### src/rtl/timing_gen_multi.sv
// timing_gen_multi
// Master-clock divider for the drive emulation logic. It produces two things:
//   - a two-phase bit-cell chain (clock phase, then data phase), where each
//     phase has a 1-cycle read enable near its end and a shaped pulse at its
//     start; two bit rates can be selected at runtime, and the chain has a
//     resync input and a run gate;
//   - a free-running 1 us / 1 ms enable chain that ignores run, resync and
//     rate_sel.
// Every output is registered.
module timing_gen_multi #(
    parameter int HALF_A   = 28,
    parameter int HALF_B   = 40,
    parameter int PULSE_W  = 16,
    parameter int USEC_DIV = 40,
    parameter int MSEC_DIV = 1000,
    parameter int CW       = 8
) (
    input  logic clock,
    input  logic reset,
    input  logic rate_sel,
    input  logic resync,
    input  logic run,
    output logic clkenbl_read_bit,
    output logic clkenbl_read_data,
    output logic clock_pulse,
    output logic data_pulse,
    output logic data_phase,
    output logic clkenbl_1usec,
    output logic clkenbl_1msec
);

    localparam int UW = $clog2(USEC_DIV + 1);
    localparam int MW = $clog2(MSEC_DIV + 1);

    localparam logic [CW-1:0] HALF_A_C   = CW'(HALF_A);
    localparam logic [CW-1:0] HALF_B_C   = CW'(HALF_B);
    localparam logic [CW-1:0] PULSE_W_C  = CW'(PULSE_W);
    localparam logic [CW-1:0] CNT_ONE_C  = CW'(1);
    localparam logic [CW-1:0] CNT_TWO_C  = CW'(2);
    localparam logic [UW-1:0] USEC_DIV_C = UW'(USEC_DIV);
    localparam logic [UW-1:0] USEC_ONE_C = UW'(1);
    localparam logic [MW-1:0] MSEC_DIV_C = MW'(MSEC_DIV);
    localparam logic [MW-1:0] MSEC_ONE_C = MW'(1);

    // Bit-chain state. phase_r resets to the data phase, so the first load
    // after reset or resync opens a clock phase.
    logic [CW-1:0] half_cnt_r;
    logic [CW-1:0] n_act_r;
    logic          phase_r;

    logic [UW-1:0] usec_cnt_r;
    logic [MW-1:0] msec_cnt_r;

    logic [CW-1:0] n_next_s;
    logic [CW-1:0] half_nxt_s;
    logic [CW-1:0] n_act_nxt_s;
    logic          phase_nxt_s;
    logic          read_pt_s;
    logic          pulse_win_s;
    logic          read_bit_nxt_s;
    logic          read_data_nxt_s;
    logic          clock_pulse_nxt_s;
    logic          data_pulse_nxt_s;
    logic          usec_tick_s;
    logic          msec_tick_s;

    // Pick the rate for the next phase and decode the read and pulse windows.
    // A phase is never shortened: N_act is always >= PULSE_W + 2, so the
    // subtraction below cannot wrap.
    always_comb begin
        n_next_s    = rate_sel ? HALF_B_C : HALF_A_C;
        read_pt_s   = (half_cnt_r == CNT_TWO_C);
        pulse_win_s = (half_cnt_r > (n_act_r - PULSE_W_C));
        usec_tick_s = (usec_cnt_r == USEC_ONE_C);
        msec_tick_s = usec_tick_s & (msec_cnt_r == MSEC_ONE_C);
    end

    // Next-state and next-output logic for the bit chain. resync takes
    // priority over run, and a held chain forces the bit outputs low.
    always_comb begin
        half_nxt_s        = half_cnt_r;
        n_act_nxt_s       = n_act_r;
        phase_nxt_s       = phase_r;
        read_bit_nxt_s    = 1'b0;
        read_data_nxt_s   = 1'b0;
        clock_pulse_nxt_s = 1'b0;
        data_pulse_nxt_s  = 1'b0;
        if (resync) begin
            half_nxt_s  = CNT_ONE_C;
            phase_nxt_s = 1'b1;
        end else if (run) begin
            if (half_cnt_r == CNT_ONE_C) begin
                half_nxt_s  = n_next_s;
                n_act_nxt_s = n_next_s;
                phase_nxt_s = ~phase_r;
            end else begin
                half_nxt_s = half_cnt_r - CNT_ONE_C;
            end
            read_bit_nxt_s    = read_pt_s & ~phase_r;
            read_data_nxt_s   = read_pt_s & phase_r;
            clock_pulse_nxt_s = pulse_win_s & ~phase_r;
            data_pulse_nxt_s  = pulse_win_s & phase_r;
        end else begin
            half_nxt_s  = half_cnt_r;
            phase_nxt_s = phase_r;
        end
    end

    // Bit-chain registers and registered bit outputs. The data_phase output
    // reads 0 while in reset and then tracks the phase register.
    always_ff @(posedge clock) begin
        if (reset) begin
            half_cnt_r        <= CNT_ONE_C;
            n_act_r           <= HALF_A_C;
            phase_r           <= 1'b1;
            data_phase        <= 1'b0;
            clkenbl_read_bit  <= 1'b0;
            clkenbl_read_data <= 1'b0;
            clock_pulse       <= 1'b0;
            data_pulse        <= 1'b0;
        end else begin
            half_cnt_r        <= half_nxt_s;
            n_act_r           <= n_act_nxt_s;
            phase_r           <= phase_nxt_s;
            data_phase        <= phase_nxt_s;
            clkenbl_read_bit  <= read_bit_nxt_s;
            clkenbl_read_data <= read_data_nxt_s;
            clock_pulse       <= clock_pulse_nxt_s;
            data_pulse        <= data_pulse_nxt_s;
        end
    end

    // Free-running us/ms divider. The ms counter only moves on a us tick.
    always_ff @(posedge clock) begin
        if (reset) begin
            usec_cnt_r    <= USEC_DIV_C;
            msec_cnt_r    <= MSEC_DIV_C;
            clkenbl_1usec <= 1'b0;
            clkenbl_1msec <= 1'b0;
        end else begin
            if (usec_tick_s) begin
                usec_cnt_r <= USEC_DIV_C;
                if (msec_cnt_r == MSEC_ONE_C) begin
                    msec_cnt_r <= MSEC_DIV_C;
                end else begin
                    msec_cnt_r <= msec_cnt_r - MSEC_ONE_C;
                end
            end else begin
                usec_cnt_r <= usec_cnt_r - USEC_ONE_C;
                msec_cnt_r <= msec_cnt_r;
            end
            clkenbl_1usec <= usec_tick_s;
            clkenbl_1msec <= msec_tick_s;
        end
    end

endmodule

### config.mk
export PLATFORM = sky130hd
export DESIGN_NAME = timing_gen_multi
export DESIGN_NICKNAME = d
export VERILOG_FILES = /design/src/rtl/timing_gen_multi.sv
export SDC_FILE = /design/constraint.sdc
export NUM_CORES = 1
export LEC_CHECK = 0
export CORE_MARGIN = 4
export CORE_UTILIZATION = 40
export DETAILED_ROUTE_END_ITERATION = 10
export SLEW_MARGIN = 20
export SYNTH_ARGS = -nofsm -noshare
export SYNTH_HDL_FRONTEND = slang
export SYNTH_SLANG_ARGS = --single-unit
### constraint.sdc
create_clock -name clock -period 4.6 [get_ports clock]
set_clock_uncertainty 0.2 [all_clocks]
set_input_delay 0.92 -clock clock [delete_from_list [all_inputs] [get_ports clock]]
set_output_delay 0.92 -clock clock [all_outputs]
set_load 0.01 [all_outputs]
==> qor.log, run 1 <==
[final_layout] final std cells w/o fill 252
[sta] relative max-transition margin 58.87%
[synth] Async SR Flop Fraction 0%
[worst_setup_path] launch point of the critical path run
[global_routing] GRT Resource Usage Total 14.22%
[worst_setup_path] sort of element at the end of the critical path register
[sta] unrepaired setup endpoints after global routing no
[route] detail-routed net length per standard cell 13.35 um
[route] number of nets still failing antenna checks after routing 0
[placement] Detailed Place HPWL 2514 um
[final_layout] final cell area excluding filler cells 1996 sq um
[worst_setup_path] CP Class input pin to register
[cts] clock buffers created by TritonCTS 5
[sta] final slew viol count 0
[synth] portion of the post-synthesis area used by sequential elements 38.50%
[worst_setup_path] Data arrival, critical path 2.60 ns
[worst_setup_path] source of the worst register-to-register timing path n_act_r[4]$_SDFFE_PP1P_
[worst_setup_path] CP max FO 17
[global_routing] via count of the first global-routing pass 1330
[route] Pre-antenna DRT Iters 4
[cts] H-tree Lvls 2
[power_and_ir_drop] leakage component of the power 0.7822 nW
[min_path] Hold Crit Class register to register
[job] max-capacitance violation count 0
[sta] number of setup violations in the final report 0
[worst_setup_path] length in cells of the worst reg-to-reg path 7
[placement] cell area reported after detailed placement 1904 sq um
[floorplanning] row count 23
[cts] CTS tree done
[synth] number of synthesized flops with an enable pin 0
[final_layout] share of layout cells above drive strength 1 10.89%
[sta] count of endpoints failing hold in the final timing report 0
[worst_setup_path] end point of the critical path half_cnt_r[4]$_SDFFE_PP0P_
[synth] netlist area before placement 1768 sq um
[synth] Most used DFF post-synth sky130_fd_sc_hd__dfxtp_1
[route] Detailed Route WL 3365 um
[synth] unique cell type count in the Yosys netlist 50
[global_routing] largest net degree at the start of global routing 18
[route] Residual DRC 0
[cts] later-pin clock latency in the skew report 0.28 ns
[sta] slew at the pin closest to its max-slew limit 0.6169 ns
[synth] synthesized area divided by synthesized cell count 9.305 sq um
[worst_setup_path] r2r endpoint clock_pulse$_SDFF_PP0_
[worst_setup_path] data required time at the worst endpoint 4.62 ns
[synth] top cell type's share of synthesized area 38.50%
[route] via count 1346
[sta] ratio of final minimum period to clock period 56.17%
[synth] Post-Syn Instances 190
[cts] register clock-pin slew on the reported worst setup and hold paths 0.07 ns
[cts] post-cts repair resize count 0
[synth] Area contributors post-synth sky130_fd_sc_hd__dfxtp_1 38%, sky130_fd_sc_hd__ha_1 9.9%, sky130_fd_sc_hd__nor2_1 4.0%
[cts] post-CTS setup buffers 0
[final_layout] area overhead of the layout relative to synthesis 12.88%
[global_routing] antenna violations before repair 0
[floorplanning] Core Area 4144 sq um
[synth] Synth Net Count 209
[floorplanning] Total Die Area 5547 sq um
[power_and_ir_drop] worst vdd ir 153.5 uV
[route] drt via density 5.341
[synth] synth warn 0
[floorplanning] Die W 74.48 um
[final_layout] final design utilization 48.16%
[placement] number of instances in the placed design 244
[final_layout] number of inserted diodes 0
[synth] library cell with the largest summed area after synthesis sky130_fd_sc_hd__dfxtp_1
[global_routing] first-pass GRT wire length 6044 um
[sta] summed negative setup slack over all endpoints 0 ns
[cts] Root Driver sky130_fd_sc_hd__clkbuf_8
[global_routing] grt ovf 0
[sta] minimum clock period after layout 2.584 ns
[route] iteration-0 DRC count of the detailed router 91
[cts] buffer depth of the longest clock path 2
[cts] Sink Count 34
[placement] port bufs 11
[floorplanning] effective utilization at floorplan 42.66%
[final_layout] final-stage net count 220
[worst_setup_path] kind of start point of the critical path input pin
[power_and_ir_drop] power density relative to cell area 320.5 nW/um^2
[worst_setup_path] setup slack on the worst flop-to-flop path 2.53 ns
[cts] quantity of hold-fixing buffers added after cts 0
[sta] f_max 387.0 MHz
[synth] total of flip-flops plus latches after synthesis 34
[run_status] run status completed
[placement] weighted congestion at the end of routability-driven global placement 0.8449
[floorplanning] count of pins on the block boundary 12
[floorplanning] Die Y-Extent 74.48 um
[sta] tightest hold margin 0.2484 ns
[layout by cell type (no fill, tap or decap), types with 2 or more instances in the layout]
master / count
sky130_fd_sc_hd__mux2i_1: 3
sky130_fd_sc_hd__clkbuf_8: 6
sky130_fd_sc_hd__a2111oi_0: 2
sky130_fd_sc_hd__nand2b_1: 2
sky130_fd_sc_hd__nor3_2: 2
sky130_fd_sc_hd__nor2b_1: 2
sky130_fd_sc_hd__and3_1: 2
sky130_fd_sc_hd__nor3_1: 5
sky130_fd_sc_hd__xor2_1: 4
sky130_fd_sc_hd__nor4_2: 3
sky130_fd_sc_hd__a21oi_1: 6
sky130_fd_sc_hd__nand3b_1: 2
sky130_fd_sc_hd__nor2_1: 19
sky130_fd_sc_hd__a31oi_1: 2
sky130_fd_sc_hd__clkdlybuf4s50_1: 11
sky130_fd_sc_hd__ha_1: 14
sky130_fd_sc_hd__nor3b_1: 2
sky130_fd_sc_hd__and2_1: 3
sky130_fd_sc_hd__inv_1: 14
sky130_fd_sc_hd__xnor2_1: 8
sky130_fd_sc_hd__or4_1: 2
sky130_fd_sc_hd__or2_2: 2
sky130_fd_sc_hd__or4b_4: 2
sky130_fd_sc_hd__nand4_1: 4
sky130_fd_sc_hd__nand3_1: 6
sky130_fd_sc_hd__nand2_1: 16
sky130_fd_sc_hd__dfxtp_1: 34
[state kept, by name (all words and copies together) (netlist names)]
name,cells
usec_cnt_r,6
clkenbl_read_bit,1
clkenbl_1msec,1
n_act_r,2
msec_cnt_r,10
half_cnt_r,8
clock_pulse,1
data_pulse,1
phase_r,1
clkenbl_read_data,1
data_phase,1
clkenbl_1usec,1
[through the flow]
| step | setup slack (ns) | power [mW] |
|---|---|---|
| after global routing | 1.936 | 0.6772 |
| after floorplan | 2.440 | 0.3977 |
| after detailed placement | 1.733 | 0.4175 |
| after CTS | 2.034 | 0.6507 |
| after global placement | 1.783 | 0.4145 |
| final | 2.016 | 0.6396 |
[routing by layer]
layer	GRT usage (%)	share of wire [%]	routed length (um)
met1	18.58	52	1765
met2	21.17	43	1440
met3	4.595	3.9	132
met4	6.719	0.80	27
met5	0	0	0
[power by group]
part           leakage, nW  internal, mW  switching, mW  total, mW
clock               0.0482         0.121          0.108      0.229
combinational        0.457        0.0389         0.0446     0.0835
sequential           0.277         0.308         0.0190      0.328
[worst min-delay path by stage]
stage,slack (ns),from,endpoint,cells after the start
finish,0.25,phase_r$_SDFF_PP1_,clkenbl_read_bit$_SDFF_PP0_,1
global route,0.27,phase_r$_SDFF_PP1_,clkenbl_read_bit$_SDFF_PP0_,1
CTS,0.24,phase_r$_SDFF_PP1_,clkenbl_read_bit$_SDFF_PP0_,1
detailed placement,0.23,phase_r$_SDFF_PP1_,clkenbl_read_bit$_SDFF_PP0_,1
global placement,0.24,phase_r$_SDFF_PP1_,clkenbl_read_bit$_SDFF_PP0_,1
floorplan,0.21,phase_r$_SDFF_PP1_,clkenbl_read_bit$_SDFF_PP0_,1
[cells by family after synthesis]
family | share of synthesized area, %
muxes | 2.335
buffers and inverters | 5.024
xor gates and xnor gates | 5.945
and+or+nand+nor | 30.43
AOI/OAI and AO/OA | 7.857
DFF | 38.50
adders and majority gates | 9.908
[cells in the mapped netlist (2+ instances only)]
master,count
sky130_fd_sc_hd__a2111oi_0,2
sky130_fd_sc_hd__a21oi_1,6
sky130_fd_sc_hd__a31oi_1,2
sky130_fd_sc_hd__and2_1,3
sky130_fd_sc_hd__and3_1,2
sky130_fd_sc_hd__buf_2,2
sky130_fd_sc_hd__clkbuf_1,4
sky130_fd_sc_hd__dfxtp_1,34
sky130_fd_sc_hd__ha_1,14
sky130_fd_sc_hd__inv_1,14
sky130_fd_sc_hd__mux2i_1,3
sky130_fd_sc_hd__nand2_1,16
sky130_fd_sc_hd__nand2b_1,2
sky130_fd_sc_hd__nand3_1,6
sky130_fd_sc_hd__nand3b_1,2
sky130_fd_sc_hd__nand4_1,4
sky130_fd_sc_hd__nor2_1,19
sky130_fd_sc_hd__nor2b_1,2
sky130_fd_sc_hd__nor3_1,5
sky130_fd_sc_hd__nor3_2,2
sky130_fd_sc_hd__nor3b_1,2
sky130_fd_sc_hd__nor4_2,3
sky130_fd_sc_hd__or2_2,2
sky130_fd_sc_hd__or4_1,2
sky130_fd_sc_hd__or4b_4,2
sky130_fd_sc_hd__xnor2_1,8
sky130_fd_sc_hd__xor2_1,4
[layout make-up]
cell class | count | area [sq um]
Clock buffer | 7 | 86.33
Clock inverter | 1 | 5.005
Fill cell | 407 | 2148
Inverter | 14 | 52.55
Multi-Input combinational cell | 135 | 998.5
Sequential cell | 34 | 680.7
Tap cell | 50 | 62.56
Timing Repair Buffer | 11 | 110.1
[critical path, cell delays in order]
cell	delay, ns
sky130_fd_sc_hd__clkdlybuf4s50_1	0.80
sky130_fd_sc_hd__and3b_1	0.27
sky130_fd_sc_hd__or4b_1	0.44
sky130_fd_sc_hd__a31oi_1	0.16
No activity file was read; power rests on OpenSTA's default activity.
==> run 2, diff against run 1 <==
clock period = 2.5 ns   (was 4.6 ns; I/O delays follow)
==> run 2 against run 1 <==
Final cell count rose by 2.0%. Sequential share of layout area down 0.88 points. Critical endpoint is now half_cnt_r[5]$_SDFFE_PP0P_. Final area increased by 2.6%. Worst hold slack improved by 0.0053 ns. Highest routed layer unchanged. Utilization grew 1.3 points. Register-to-register slack lost 2.1 ns. Power is 95% higher. Routed wire length increased by 3.3%. Non-clock buffer count up 5. Critical path type is now register to register.
==> qor.log, run 2 (same netlist as run 1, synthesis figures left out) <==
[final_layout] Most flops, register msec_cnt_r
[floorplanning] effective utilization at floorplan 42.66%
[sta] slew at the pin closest to its max-slew limit 0.5022 ns
[final_layout] fillers 413
[cts] Sink Count 34
[route] Detailed Route WL 3475 um
[power_and_ir_drop] proportion of power drawn by the clock network 38.7%
[cts] quantity of hold-fixing buffers added after cts 0
[cts] post-cts repair resize count 0
[placement] port bufs 11
[placement] cell area reported after detailed placement 1942 sq um
[power_and_ir_drop] Net Switching 303.1 uW
[floorplanning] Core Area 4144 sq um
[final_layout] share of layout cells above drive strength 1 12.56%
[run_status] run status completed
[final_layout] most common cell after layout, fill and taps aside sky130_fd_sc_hd__dfxtp_1
[final_layout] number of inserted diodes 0
[sta] tightest hold margin 0.2537 ns
[route] Pre-antenna DRT Iters 4
[min_path] startpoint of the worst hold path phase_r$_SDFF_PP1_
[global_routing] largest net degree at the start of global routing 17
[placement] worst slack at placement 0.4458 ns
[worst_setup_path] source of the worst register-to-register timing path half_cnt_r[1]$_SDFFE_PP0P_
[cts] buffer depth of the longest clock path 2
[job] max-capacitance violation count 0
[cts] later-pin clock latency in the skew report 0.27 ns
[worst_setup_path] kind of start point of the critical path register
[power_and_ir_drop] leakage component of the power 0.8113 nW
[final_layout] final design utilization 49.43%
[worst_setup_path] setup slack on the worst flop-to-flop path 0.45 ns
[sta] number of setup violations in the final report 0
[route] iteration-0 DRC count of the detailed router 79
[min_path] end point of the worst hold path clkenbl_read_bit$_SDFF_PP0_
[global_routing] first-pass GRT wire length 6120 um
[route] via count 1373
[cts] H-tree Lvls 2
[power_and_ir_drop] power density relative to cell area 608.3 nW/um^2
[min_path] Hold Crit Class register to register
[power_and_ir_drop] internal power 942.9 uW
[worst_setup_path] length in cells of the worst reg-to-reg path 6
[cts] clock buffers created by TritonCTS 5
[global_routing] via count of the first global-routing pass 1352
[placement] weighted congestion at the end of routability-driven global placement 0.8366
[worst_setup_path] r2r endpoint half_cnt_r[5]$_SDFFE_PP0P_
[min_path] Min-Delay Path Depth 1
[power_and_ir_drop] Comb pwr share 13.0%
[sta] worst setup margin 0.4505 ns
[global_routing] grt ovf 0
[route] detail-routed net length per standard cell 13.52 um
[placement] Detailed Place HPWL 2663 um
[worst_setup_path] CP max FO 7
[final_layout] area overhead of the layout relative to synthesis 15.85%
[sta] summed negative setup slack over all endpoints 0 ns
[floorplanning] row count 23
[sta] relative max-transition margin 66.24%
[floorplanning] Die W 74.48 um
[sta] minimum clock period after layout 2.050 ns
[power_and_ir_drop] fraction of power spent switching nets 24.32%
[floorplanning] Die Y-Extent 74.48 um
[floorplanning] Total Die Area 5547 sq um
[sta] ratio of final minimum period to clock period 81.98%
[floorplanning] count of pins on the block boundary 12
[final_layout] final-stage net count 225
[worst_setup_path] data required time at the worst endpoint 2.46 ns
[cts] CTS tree done
[sta] count of endpoints failing hold in the final timing report 0
[sta] f_max 487.9 MHz
[cts] Root Driver sky130_fd_sc_hd__clkbuf_8
[sta] final slew viol count 0
[final_layout] largest registers in the final layout msec_cnt_r x10, half_cnt_r x8, usec_cnt_r x6
[route] drt via density 5.342
[cts] post-CTS setup buffers 0
[global_routing] antenna violations before repair 0
[cts] register clock-pin slew on the reported worst setup and hold paths 0.07 ns
[worst_setup_path] sort of element at the end of the critical path register
[sta] unrepaired setup endpoints after global routing no
[power_and_ir_drop] sequential share of power 48.3%
[final_layout] final cell area excluding filler cells 2048 sq um
[route] number of nets still failing antenna checks after routing 0
[route] Residual DRC 0
[worst_setup_path] Data arrival, critical path 2.01 ns
[worst_setup_path] CP Class register to register
[global_routing] GRT Resource Usage Total 14.15%
[final_layout] leading cell types in the layout, fill and taps excluded 34 x sky130_fd_sc_hd__dfxtp_1, 19 x sky130_fd_sc_hd__nor2_1, 16 x sky130_fd_sc_hd__nand2_1, 14 x sky130_fd_sc_hd__inv_1, 14 x sky130_fd_sc_hd__ha_1
[final_layout] Largest register FFs 10
[power_and_ir_drop] worst vdd ir 348.5 uV
run 2: cell types whose count changed in the layout (fill, tap and decap cells not counted), sizes merged:
cell / previous run / this run
buf: 0 / 5
bufinv: 0 / 1
clkinv: 1 / 0
run 2: worst max path at each step:
| stage | startpoint | endpoint | slack, ns | depth (start not counted) |
|---|---|---|---|---|
| final | half_cnt_r[1]$_SDFFE_PP0P_ | half_cnt_r[5]$_SDFFE_PP0P_ | 0.45 | 6 |
| after global routing | n_act_r[4]$_SDFFE_PP1P_ | data_pulse$_SDFF_PP0_ | 0.25 | 7 |
| after CTS | n_act_r[4]$_SDFFE_PP1P_ | data_pulse$_SDFF_PP0_ | 0.43 | 7 |
| after detailed placement | n_act_r[4]$_SDFFE_PP1P_ | data_pulse$_SDFF_PP0_ | 0.45 | 7 |
| after global placement | run | half_cnt_r[4]$_SDFFE_PP0P_ | 0.47 | 4 |
| after floorplan | half_cnt_r[1]$_SDFFE_PP0P_ | half_cnt_r[5]$_SDFFE_PP0P_ | 0.69 | 6 |
run 2: power by group through the flow:
stage	clock [mW]	combinational [mW]	sequential, mW
floorplan	0	0.132	0.600
global placement	0	0.155	0.613
detailed placement	0	0.160	0.614
CTS	0.498	0.162	0.602
global route	0.517	0.181	0.609
finish	0.482	0.162	0.602
run 2: final cells by class:
type,instances,area [sq um],area share [%]
Multi-Input combinational cell,135,998.5,48.75
Sequential cell,34,680.7,33.23
Timing Repair Buffer,16,147.6,7.208
Clock buffer,7,76.32,3.726
Tap cell,50,62.56,3.054
Inverter,14,52.55,2.566
Clock inverter,1,30.03,1.466
run 2: per-layer routing:
metal | vias to the layer above | share of wire (%) | track usage [%]
li1 | 699 | - | -
met1 | 654 | 50 | 18.54
met2 | 18 | 47 | 23.22
met3 | 2 | 2.6 | 3.649
met4 | 0 | 0.60 | 3.557
met5 | - | 0 | 0
run 2: critical path: stages (launching register included):
cell and delay, ns:
sky130_fd_sc_hd__dfxtp_1 0.34, sky130_fd_sc_hd__inv_1 0.12, sky130_fd_sc_hd__ha_1 0.16, sky130_fd_sc_hd__nor3b_2 0.39, sky130_fd_sc_hd__nor2b_1 0.20, sky130_fd_sc_hd__mux2_2 0.34, sky130_fd_sc_hd__a32o_1 0.20
run 2: per-stage QoR:
| stage | power (mW) | cells |
|---|---|---|
| after floorplan | 0.7318 | 190 |
| after global placement | 0.7674 | 249 |
| after detailed placement | 0.7748 | 249 |
| after CTS | 1.262 | 257 |
| after global routing | 1.307 | 257 |
| final | 1.246 | 257 |
